**src/rtl/ddr5_bank_sched.sv**
```systemverilog
// ddr5_bank_sched
// In-order DDR5 command scheduler. CPU requests are buffered in a FIFO. The
// head request is sequenced as ACT -> RD/WR -> PRE on the DIMM command bus,
// with at most one command per cycle. Per-bank counters enforce tRCD, tRAS,
// tRP and the pre-charge gate (tRTP, or write recovery). Shared counters
// enforce tRRD_L/tRRD_S. A small in-order completion FIFO times each data
// burst and pulses done_valid when the burst ends.
//
// Optional build macro OPEN_PAGE_EN: keeps a per-bank open-row table. A row
// hit skips ACT, a row miss precharges first, and a CAS pops the request
// without closing the row. When the macro is undefined every request runs
// closed-page: ACT -> CAS -> PRE.
//
// Ports:
//   clock, reset_n                        clock, asynchronous active-low reset
//   req_valid/req_ready                   request handshake
//   req_write/bg/ba/row/col               request fields
//   cmd_valid, cmd_type                   issued command (0 NOP 1 ACT 2 RD 3 WR 4 PRE)
//   cmd_bg/ba/row/col                     command address (0 when no command)
//   done_valid, done_write                data burst completion pulse and its type
//   q_count                               occupied request queue entries
module ddr5_bank_sched #(
    parameter int DEPTH        = 16,
    parameter int NUM_BG       = 8,
    parameter int BANKS_PER_BG = 4,
    parameter int ROW_W        = 16,
    parameter int COL_W        = 10,
    parameter int CNT_W        = 8,
    parameter int T_RCD        = 39,
    parameter int T_RP         = 39,
    parameter int T_RAS        = 76,
    parameter int T_RTP        = 18,
    parameter int T_WR         = 72,
    parameter int T_CL         = 40,
    parameter int T_CWD        = 38,
    parameter int T_BURST      = 8,
    parameter int T_RRD_L      = 12,
    parameter int T_RRD_S      = 8
) (
    input  logic                            clock,
    input  logic                            reset_n,
    input  logic                            req_valid,
    output logic                            req_ready,
    input  logic                            req_write,
    input  logic [$clog2(NUM_BG)-1:0]       req_bg,
    input  logic [$clog2(BANKS_PER_BG)-1:0] req_ba,
    input  logic [ROW_W-1:0]                req_row,
    input  logic [COL_W-1:0]                req_col,
    output logic                            cmd_valid,
    output logic [2:0]                      cmd_type,
    output logic [$clog2(NUM_BG)-1:0]       cmd_bg,
    output logic [$clog2(BANKS_PER_BG)-1:0] cmd_ba,
    output logic [ROW_W-1:0]                cmd_row,
    output logic [COL_W-1:0]                cmd_col,
    output logic                            done_valid,
    output logic                            done_write,
    output logic [$clog2(DEPTH+1)-1:0]      q_count
);
    localparam int BG_W     = $clog2(NUM_BG);
    localparam int BA_W     = $clog2(BANKS_PER_BG);
    localparam int NB       = NUM_BG * BANKS_PER_BG;
    localparam int BK_W     = $clog2(NB);
    localparam int PTR_W    = $clog2(DEPTH);
    localparam int QC_W     = $clog2(DEPTH + 1);
    localparam int CF_DEPTH = 4;
    localparam int CMAX     = (1 << CNT_W) - 1;

    localparam bit PARAM_OK = (T_RCD <= CMAX) && (T_RP <= CMAX) && (T_RAS <= CMAX) &&
                              (T_RTP <= CMAX) && (T_RRD_L <= CMAX) && (T_RRD_S <= CMAX) &&
                              (T_CWD + T_BURST + T_WR <= CMAX) && (T_CL + T_BURST <= CMAX) &&
                              (T_RCD >= 1) && (T_RP >= 1) && (T_RAS >= 1) && (T_RTP >= 1) &&
                              (T_RRD_L >= 1) && (T_RRD_S >= 1) && (T_CWD + T_BURST >= 1);
    generate
        if (!PARAM_OK) begin : g_param_check
            $error("ddr5_bank_sched: timing parameter does not fit CNT_W");
        end
    endgenerate

    // Counters hold tX-1 after issue so the dependent command may go on the
    // cycle the counter reads 0, i.e. exactly tX cycles after issue.
    localparam logic [CNT_W-1:0] L_RCD     = CNT_W'(T_RCD - 1);
    localparam logic [CNT_W-1:0] L_RP      = CNT_W'(T_RP - 1);
    localparam logic [CNT_W-1:0] L_RAS     = CNT_W'(T_RAS - 1);
    localparam logic [CNT_W-1:0] L_RTP     = CNT_W'(T_RTP - 1);
    localparam logic [CNT_W-1:0] L_WRGATE  = CNT_W'(T_CWD + T_BURST + T_WR - 1);
    localparam logic [CNT_W-1:0] L_RDDATA  = CNT_W'(T_CL + T_BURST - 1);
    localparam logic [CNT_W-1:0] L_WRDATA  = CNT_W'(T_CWD + T_BURST - 1);
    localparam logic [CNT_W-1:0] L_RRD_L   = CNT_W'(T_RRD_L - 1);
    localparam logic [CNT_W-1:0] L_RRD_S   = CNT_W'(T_RRD_S - 1);

`ifdef OPEN_PAGE_EN
    localparam bit OPEN_PAGE = 1'b1;
`else
    localparam bit OPEN_PAGE = 1'b0;
`endif

    typedef enum logic [1:0] {S_IDLE, S_ACT, S_CAS, S_PRE} state_t;
    state_t state_q, state_d;

    function automatic logic [CNT_W-1:0] dec_sat(input logic [CNT_W-1:0] v);
        return (v == '0) ? '0 : v - 1'b1;
    endfunction

    // Request queue storage (not reset; only the pointers are)
    logic             q_write_mem [DEPTH];
    logic [BG_W-1:0]  q_bg_mem    [DEPTH];
    logic [BA_W-1:0]  q_ba_mem    [DEPTH];
    logic [ROW_W-1:0] q_row_mem   [DEPTH];
    logic [COL_W-1:0] q_col_mem   [DEPTH];
    logic [PTR_W-1:0] head_q, head_d, tail_q, tail_d;
    logic [QC_W-1:0]  q_count_q, q_count_d;

    logic [CNT_W-1:0] trcd_q [NB], trcd_d [NB];
    logic [CNT_W-1:0] tras_q [NB], tras_d [NB];
    logic [CNT_W-1:0] trp_q  [NB], trp_d  [NB];
    logic [CNT_W-1:0] pg_q   [NB], pg_d   [NB];
    logic [CNT_W-1:0] trrd_l_q, trrd_l_d, trrd_s_q, trrd_s_d;
    logic [BG_W-1:0]  last_bg_q, last_bg_d;

    logic             cf_wr_q  [CF_DEPTH], cf_wr_d  [CF_DEPTH];
    logic [CNT_W-1:0] cf_tmr_q [CF_DEPTH], cf_tmr_d [CF_DEPTH];
    logic [1:0]       cf_head_q, cf_head_d, cf_tail;
    logic [2:0]       cf_cnt_q, cf_cnt_d;

    logic             head_write;
    logic [BG_W-1:0]  head_bg;
    logic [BA_W-1:0]  head_ba;
    logic [ROW_W-1:0] head_row;
    logic [COL_W-1:0] head_col;
    logic [BK_W-1:0]  head_bank;
    logic             act_ok, cas_ok, pre_ok, row_open, row_hit;
    logic             do_act, do_cas, do_pre, do_pop, push;
    state_t           state_after_pop;

    assign head_write = q_write_mem[head_q];
    assign head_bg    = q_bg_mem[head_q];
    assign head_ba    = q_ba_mem[head_q];
    assign head_row   = q_row_mem[head_q];
    assign head_col   = q_col_mem[head_q];
    assign head_bank  = BK_W'(head_bg) * BK_W'(BANKS_PER_BG) + BK_W'(head_ba);

    // tRRD_L applies within the bank group of the previous ACT, tRRD_S across groups
    assign act_ok = (trp_q[head_bank] == '0) &&
                    ((head_bg == last_bg_q) ? (trrd_l_q == '0) : (trrd_s_q == '0));
    assign cas_ok = (trcd_q[head_bank] == '0) && (cf_cnt_q != 3'(CF_DEPTH));
    assign pre_ok = (tras_q[head_bank] == '0) && (pg_q[head_bank] == '0);
    assign state_after_pop = (q_count_q > QC_W'(1)) ? S_ACT : S_IDLE;

`ifdef OPEN_PAGE_EN
    logic             open_v_q   [NB], open_v_d   [NB];
    logic [ROW_W-1:0] open_row_q [NB], open_row_d [NB];
    assign row_open = open_v_q[head_bank];
    assign row_hit  = open_v_q[head_bank] && (open_row_q[head_bank] == head_row);
`else
    assign row_open = 1'b0;
    assign row_hit  = 1'b0;
`endif

    // Head FSM. IDLE with a non-empty queue behaves like ACT so a request can
    // issue its ACT the cycle after it is accepted.
    always_comb begin
        state_d = state_q;
        do_act  = 1'b0;
        do_cas  = 1'b0;
        do_pre  = 1'b0;
        do_pop  = 1'b0;
        case (state_q)
            S_IDLE, S_ACT: begin
                if (q_count_q == '0) begin
                    state_d = S_IDLE;
                end else if (row_hit) begin
                    state_d = S_ACT;
                    if (cas_ok) begin
                        do_cas  = 1'b1;
                        do_pop  = 1'b1;
                        state_d = state_after_pop;
                    end
                end else if (row_open) begin
                    // wrong row open: close it, then ACT once tRP expires
                    state_d = S_ACT;
                    do_pre  = pre_ok;
                end else if (act_ok) begin
                    do_act  = 1'b1;
                    state_d = S_CAS;
                end else begin
                    state_d = S_ACT;
                end
            end
            S_CAS: begin
                if (cas_ok) begin
                    do_cas = 1'b1;
                    if (OPEN_PAGE) begin
                        do_pop  = 1'b1;
                        state_d = state_after_pop;
                    end else begin
                        state_d = S_PRE;
                    end
                end
            end
            S_PRE: begin
                if (pre_ok) begin
                    do_pre  = 1'b1;
                    do_pop  = 1'b1;
                    state_d = state_after_pop;
                end
            end
            default: state_d = S_IDLE;
        endcase
    end

    assign cmd_valid = do_act | do_cas | do_pre;
    assign cmd_type  = do_act ? 3'd1 : do_cas ? (head_write ? 3'd3 : 3'd2) : do_pre ? 3'd4 : 3'd0;
    assign cmd_bg    = cmd_valid ? head_bg  : '0;
    assign cmd_ba    = cmd_valid ? head_ba  : '0;
    assign cmd_row   = cmd_valid ? head_row : '0;
    assign cmd_col   = cmd_valid ? head_col : '0;

    // A slot freed by this cycle's pop can be refilled in the same cycle
    assign req_ready = (q_count_q != QC_W'(DEPTH)) || do_pop;
    assign push      = req_valid && req_ready;
    assign q_count   = q_count_q;

    always_comb begin
        head_d    = do_pop ? ((head_q == PTR_W'(DEPTH - 1)) ? '0 : head_q + 1'b1) : head_q;
        tail_d    = push ? ((tail_q == PTR_W'(DEPTH - 1)) ? '0 : tail_q + 1'b1) : tail_q;
        q_count_d = q_count_q + QC_W'(push) - QC_W'(do_pop);
    end

    // Timing counters
    always_comb begin
        trrd_l_d  = do_act ? L_RRD_L : dec_sat(trrd_l_q);
        trrd_s_d  = do_act ? L_RRD_S : dec_sat(trrd_s_q);
        last_bg_d = do_act ? head_bg : last_bg_q;
        for (int i = 0; i < NB; i++) begin
            trcd_d[i] = dec_sat(trcd_q[i]);
            tras_d[i] = dec_sat(tras_q[i]);
            trp_d[i]  = dec_sat(trp_q[i]);
            pg_d[i]   = dec_sat(pg_q[i]);
`ifdef OPEN_PAGE_EN
            open_v_d[i]   = open_v_q[i];
            open_row_d[i] = open_row_q[i];
`endif
            if (BK_W'(i) == head_bank) begin
                if (do_act) begin
                    trcd_d[i] = L_RCD;
                    tras_d[i] = L_RAS;
`ifdef OPEN_PAGE_EN
                    open_v_d[i]   = 1'b1;
                    open_row_d[i] = head_row;
`endif
                end
                if (do_cas) pg_d[i] = head_write ? L_WRGATE : L_RTP;
                if (do_pre) begin
                    trp_d[i] = L_RP;
`ifdef OPEN_PAGE_EN
                    open_v_d[i] = 1'b0;
`endif
                end
            end
        end
    end

    // Completion FIFO: one data timer per outstanding CAS, retired strictly in order
    assign cf_tail    = cf_head_q + cf_cnt_q[1:0];
    assign done_valid = (cf_cnt_q != '0) && (cf_tmr_q[cf_head_q] == '0);
    assign done_write = done_valid && cf_wr_q[cf_head_q];

    always_comb begin
        cf_head_d = cf_head_q + 2'(done_valid);
        cf_cnt_d  = cf_cnt_q + 3'(do_cas) - 3'(done_valid);
        for (int j = 0; j < CF_DEPTH; j++) begin
            cf_tmr_d[j] = dec_sat(cf_tmr_q[j]);
            cf_wr_d[j]  = cf_wr_q[j];
            if (do_cas && (cf_tail == 2'(j))) begin
                cf_tmr_d[j] = head_write ? L_WRDATA : L_RDDATA;
                cf_wr_d[j]  = head_write;
            end
        end
    end

    always_ff @(posedge clock) begin
        if (push) begin
            q_write_mem[tail_q] <= req_write;
            q_bg_mem[tail_q]    <= req_bg;
            q_ba_mem[tail_q]    <= req_ba;
            q_row_mem[tail_q]   <= req_row;
            q_col_mem[tail_q]   <= req_col;
        end
    end

    always_ff @(posedge clock or negedge reset_n) begin
        if (!reset_n) begin
            state_q   <= S_IDLE;
            head_q    <= '0;
            tail_q    <= '0;
            q_count_q <= '0;
            trrd_l_q  <= '0;
            trrd_s_q  <= '0;
            last_bg_q <= '0;
            cf_head_q <= '0;
            cf_cnt_q  <= '0;
            for (int i = 0; i < NB; i++) begin
                trcd_q[i] <= '0;
                tras_q[i] <= '0;
                trp_q[i]  <= '0;
                pg_q[i]   <= '0;
`ifdef OPEN_PAGE_EN
                open_v_q[i]   <= 1'b0;
                open_row_q[i] <= '0;
`endif
            end
            for (int j = 0; j < CF_DEPTH; j++) begin
                cf_tmr_q[j] <= '0;
                cf_wr_q[j]  <= 1'b0;
            end
        end else begin
            state_q   <= state_d;
            head_q    <= head_d;
            tail_q    <= tail_d;
            q_count_q <= q_count_d;
            trrd_l_q  <= trrd_l_d;
            trrd_s_q  <= trrd_s_d;
            last_bg_q <= last_bg_d;
            cf_head_q <= cf_head_d;
            cf_cnt_q  <= cf_cnt_d;
            for (int i = 0; i < NB; i++) begin
                trcd_q[i] <= trcd_d[i];
                tras_q[i] <= tras_d[i];
                trp_q[i]  <= trp_d[i];
                pg_q[i]   <= pg_d[i];
`ifdef OPEN_PAGE_EN
                open_v_q[i]   <= open_v_d[i];
                open_row_q[i] <= open_row_d[i];
`endif
            end
            for (int j = 0; j < CF_DEPTH; j++) begin
                cf_tmr_q[j] <= cf_tmr_d[j];
                cf_wr_q[j]  <= cf_wr_d[j];
            end
        end
    end
endmodule

```
**config.mk**
```make
export PLATFORM = sky130hd
export DESIGN_NAME = ddr5_bank_sched
export DESIGN_NICKNAME = d
export VERILOG_FILES = /design/src/rtl/ddr5_bank_sched.sv
export SDC_FILE = /design/constraint.sdc
export NUM_CORES = 2
export LEC_CHECK = 0
export ABC_AREA = 1
export CAP_MARGIN = 5
export CORE_MARGIN = 3
export CORE_UTILIZATION = 40
export CTS_BUF_LIST = sky130_fd_sc_hd__clkbuf_4
export CTS_CLUSTER_DIAMETER = 150
export DETAILED_ROUTE_END_ITERATION = 12
export SETUP_SLACK_MARGIN = 0.05
export SLEW_MARGIN = 10
export SYNTH_ARGS = -nofsm -noshare
export SYNTH_HDL_FRONTEND = slang
export SYNTH_SLANG_ARGS = --single-unit
```
**constraint.sdc**
```tcl
create_clock -name clock -period 5.8 [get_ports clock]
set_clock_uncertainty 0.15 [all_clocks]
set_input_delay 0.58 -clock clock [delete_from_list [all_inputs] [get_ports clock]]
set_output_delay 0.58 -clock clock [all_outputs]
set_load 0.02 [all_outputs]
```
==> results.tsv <==
stage	metric	value	unit
synth	Commonest cells post-synth	2338 x nand2_1, 1388 x inv_1, 1383 x nor2_1	
power	P per Cell Area	576	nW/um^2
synth	Seq/Total Area, Yosys	51.1	%
clocking	CTS tree	done	
power	Net Sw Power	0.0244	W
clocking	Inserted Clock Buffers	444	
finish	area grow syn2layout	14.1	%
synth	Post-synth top flop	dfrtp_1	
synth	Synth area leader	dfrtp_1	
global_routing	vias in the first global route	68437	
synth	synth warn	0	
synth	top-count cell post-synth	nand2_1	
timing	worst-margin pin slew	1.13	ns
floorplanning	io pins	78	
critical_path	CP max stage delay	0.50	ns
place	IO Port Bufs	77	
floorplanning	Starting Density	40.4	%
critical_path	CP delay by family, top	simple AND/OR/NAND/NOR gates	
clocking	Longest Clk Path Bufs	4	
synth	synth unique cells	59	
finish	layout cells sized above 1	10.4	%
run_status	failing checks	negative setup slack	
critical_path	critical path cell sequence	buf_12, buf_16, nand2_1, nand3_1, nand2_1, nand2_1, nand2_2, clkinv_4, nand2_8, nor2_4, buf_12, buf_12, buf_16, o21ai_1, o21ai_1, o21ai_0, nand4_1, nand2_4, nand3_2, nand3_4, inv_16, buf_6, nor2_4, buf_12	
critical_path	crit path DAT	5.17	ns
timing	RSZ-0062 raised after global routing	yes	
power	Clk pwr share	18.1	%
run_status	outcome	finished with violations	
routing	DRC Markers	0	
routing	DR vias/cell	5.12	
floorplanning	die width	464	um
clocking	H-tree depth	5	
clocking	clock transition at the registers of the reported paths	0.07	ns
synth	Post-synth EDFFs	512	
synth	Synthesized Nets	10471	
critical_path	r2r setup slk	0.67	ns
place	RD Place Congestion	0.894	
power	Sw Share	44.1	%
global_routing	first-pass GRT wire length	371	mm
routing	drt pass-1 iters	8	
critical_path	critical path class	register to output pin	
synth	top cells by area, synth	dfrtp_1 33%, edfxtp_1 18%, nand2_1 10%, inv_1 6.2%, nor2_1 6.2%	
floorplanning	total core area	208000	um^2
critical_path	crit path buf inv count	9	
timing	# setup viols final	3	
clocking	Clock Latency Late Sink	1.44	ns
critical_path	crit path from	head_q[0]	
timing	PnR worst setup slack	-0.0988	ns
critical_path	Crit Path Max Fanout	30	
power	Tot Pwr	0.0552	W
critical_path	Crit. End Element	output pin	
synth	asr flop ratio synth	68.2	%
synth	Post-Syn Area	84000	um^2
clocking	root cell of the clock tree	clkbuf_4	
timing	Period Utilization, post-route	102	%
power	Leakage Power	46.4	nW
timing	Max Clk Rate	170	MHz
run	maxcap violations	0	
critical_path	critical path's slowest cell	dfrtp_4	
finish	nets@finish	10978	
critical_path	FF-to-FF Start	head_q[0]	
routing	drt wl/cell	17.0	um
routing	final wirelength	234	mm
global_routing	initial antenna violation count	12	
routing	total number of vias	70653	
place	dpl hpwl	151	mm
routing	Final ANT Viol Nets	0	
timing	slew margin rel.	24.9	%
power	sequential share of power	35.8	%
timing	Final Max Slew Viols	0	
global_routing	GRT Util Overall	21.3	%
synth	flops & latches, synth	1611	
floorplanning	Site Rows	167	
power	Max IR drop VDD	0.000404	V
critical_path	Worst EP required	5.07	ns
floorplanning	die area	215000	um^2
hold_path	min-delay src	trp_q[152]	
global_routing	gr ovfl total	0	
synth	Synth top area share	32.8	%
hold_path	HP Class	register to register	
timing	Final Hold Fails	0	
floorplanning	DIE HEIGHT	464	um
critical_path	critical path startpoint category	register	
synth	per-instance average area after synthesis	8.25	um^2
synth	Syn Inst Count	10183	
power	Comb pwr share	46.1	%
place	Setup WS pre-CTS	-0.0390	ns
global_routing	largest net degree at the start of global routing	170	
finish	Layout fillers	20121	
timing	Final min period	5.90	ns
routing	Starting DRT DRC Count	5882	
clocking	CTS Sinks	1611	
critical_path	Most Frequent Cell on Critical Path	buf_12	
power	Internal Power	0.0309	W
[power by group through the flow]
stage               Clock (W)  Sequential [W]  Combinational (W)
global placement            0          0.0198             0.0230
floorplan                   0          0.0188             0.0173
detailed placement          0          0.0198             0.0235
global route           0.0110          0.0203             0.0288
CTS                    0.0104          0.0197             0.0253
finish                 0.0100          0.0198             0.0254
[placed cells by master, fill, tap and decap left out, types with 17 or more instances in the layout]
master / n
xnor2_1: 71
o31ai_1: 24
clkinv_1: 79
nor2_1: 1348
ha_1: 251
xor2_1: 292
dlygate4sd3_1: 35
o211ai_1: 22
inv_1: 1385
nand3_1: 698
nand4_1: 105
nor4_1: 45
a21oi_1: 361
o22ai_1: 83
a22oi_1: 38
a32o_1: 42
buf_12: 55
o21ai_0: 592
nand2_2: 29
nor2_2: 39
clkdlybuf4s50_1: 40
nor2_4: 27
nand2_1: 2320
nand3b_1: 63
or2_2: 72
diode_2: 17
dfrtp_1: 1096
o21ai_1: 42
buf_4: 131
nor3_1: 207
inv_2: 28
clkbuf_4: 646
edfxtp_1: 512
[flip-flops by register name (all words and copies together) (netlist names), 4 cells and up]
name,flops
trrd_s_q,8
q_bg_mem,48
q_write_mem,16
trcd_q,256
q_ba_mem,32
trp_q,256
pg_q,256
head_q,4
tail_q,4
q_count,5
cf_tmr_q,32
tras_q,256
q_row_mem,256
q_col_mem,160
trrd_l_q,8
cf_wr_q,4
[through the flow]
step / hold slack, ns / area [um^2] / util, % / std cells / TNS, ns
after floorplan: 0.134 / 84000 / - / 10183 / 0
after global placement: 0.267 / 88600 / 42.6 / 12929 / -0.00603
after detailed placement: 0.266 / 88600 / 42.6 / 12929 / -0.0931
after CTS: 0.215 / 95600 / 46.0 / 13769 / -0.465
after global routing: 0.254 / 95800 / 46.1 / 13790 / -8.58
final: 0.277 / 95800 / 46.1 / 13793 / -0.216
[final timing paths]
path / to / cells past startpoint
max: cmd_bg[2] / 24
min: trp_q[152] / 1
max reg2reg: q_count[4] / 35
min reg2reg: trp_q[152] / 1
max in group asynchronous: trcd_q[80] / 5
min in group asynchronous: pg_q[125] / 4
[area by class of cell]
type / instances / area (um^2) / share of cell area [%]
well taps: 2788 / 3490 / 3.64
clock buffers: 646 / 4850 / 5.06
inverters: 1420 / 5390 / 5.63
clock inverters: 98 / 497 / 0.518
flip-flops and latches: 1611 / 42900 / 44.7
repair inverters: 2 / 17.5 / 0.0183
repair buffers: 295 / 3490 / 3.64
multi-input cells: 6916 / 35200 / 36.7
diodes: 17 / 42.5 / 0.0444
[logic make-up after synthesis]
| kind of cell | after synthesis | synth area share [%] |
|---|---|---|
| AOI/OAI and AO/OA | 1306 | 8.79 |
| xor gates and xnor gates | 363 | 3.79 |
| buffers and inverters | 1658 | 7.65 |
| adders and majority gates | 253 | 3.79 |
| and+or+nand+nor | 4992 | 24.9 |
| DFF | 1611 | 51.1 |
[routing by layer]
layer  vias to the layer above  global-route usage [%]  wire length, um
li1                      34258                       -                -
met1                     33810                    28.6           104000
met2                      2140                    34.5           109000
met3                       439                    3.81            14500
met4                         6                    7.58             6860
met5                         -                       0               34
[timing repair]
| action | 4_1_cts | 5_1_grt |
|---|---|---|
| endpoints found under the setup margin | 36 | 36 |
| pin swaps | 20 | 4 |
| buffers inserted | 47 | 6 |
| resized for setup | 284 | 38 |
| hold endpoints to repair | 1473 | 0 |
| gates cloned | 14 | 1 |
| hold buffers | 36 | 0 |
Note: power is estimated with default switching activity, not from simulation.
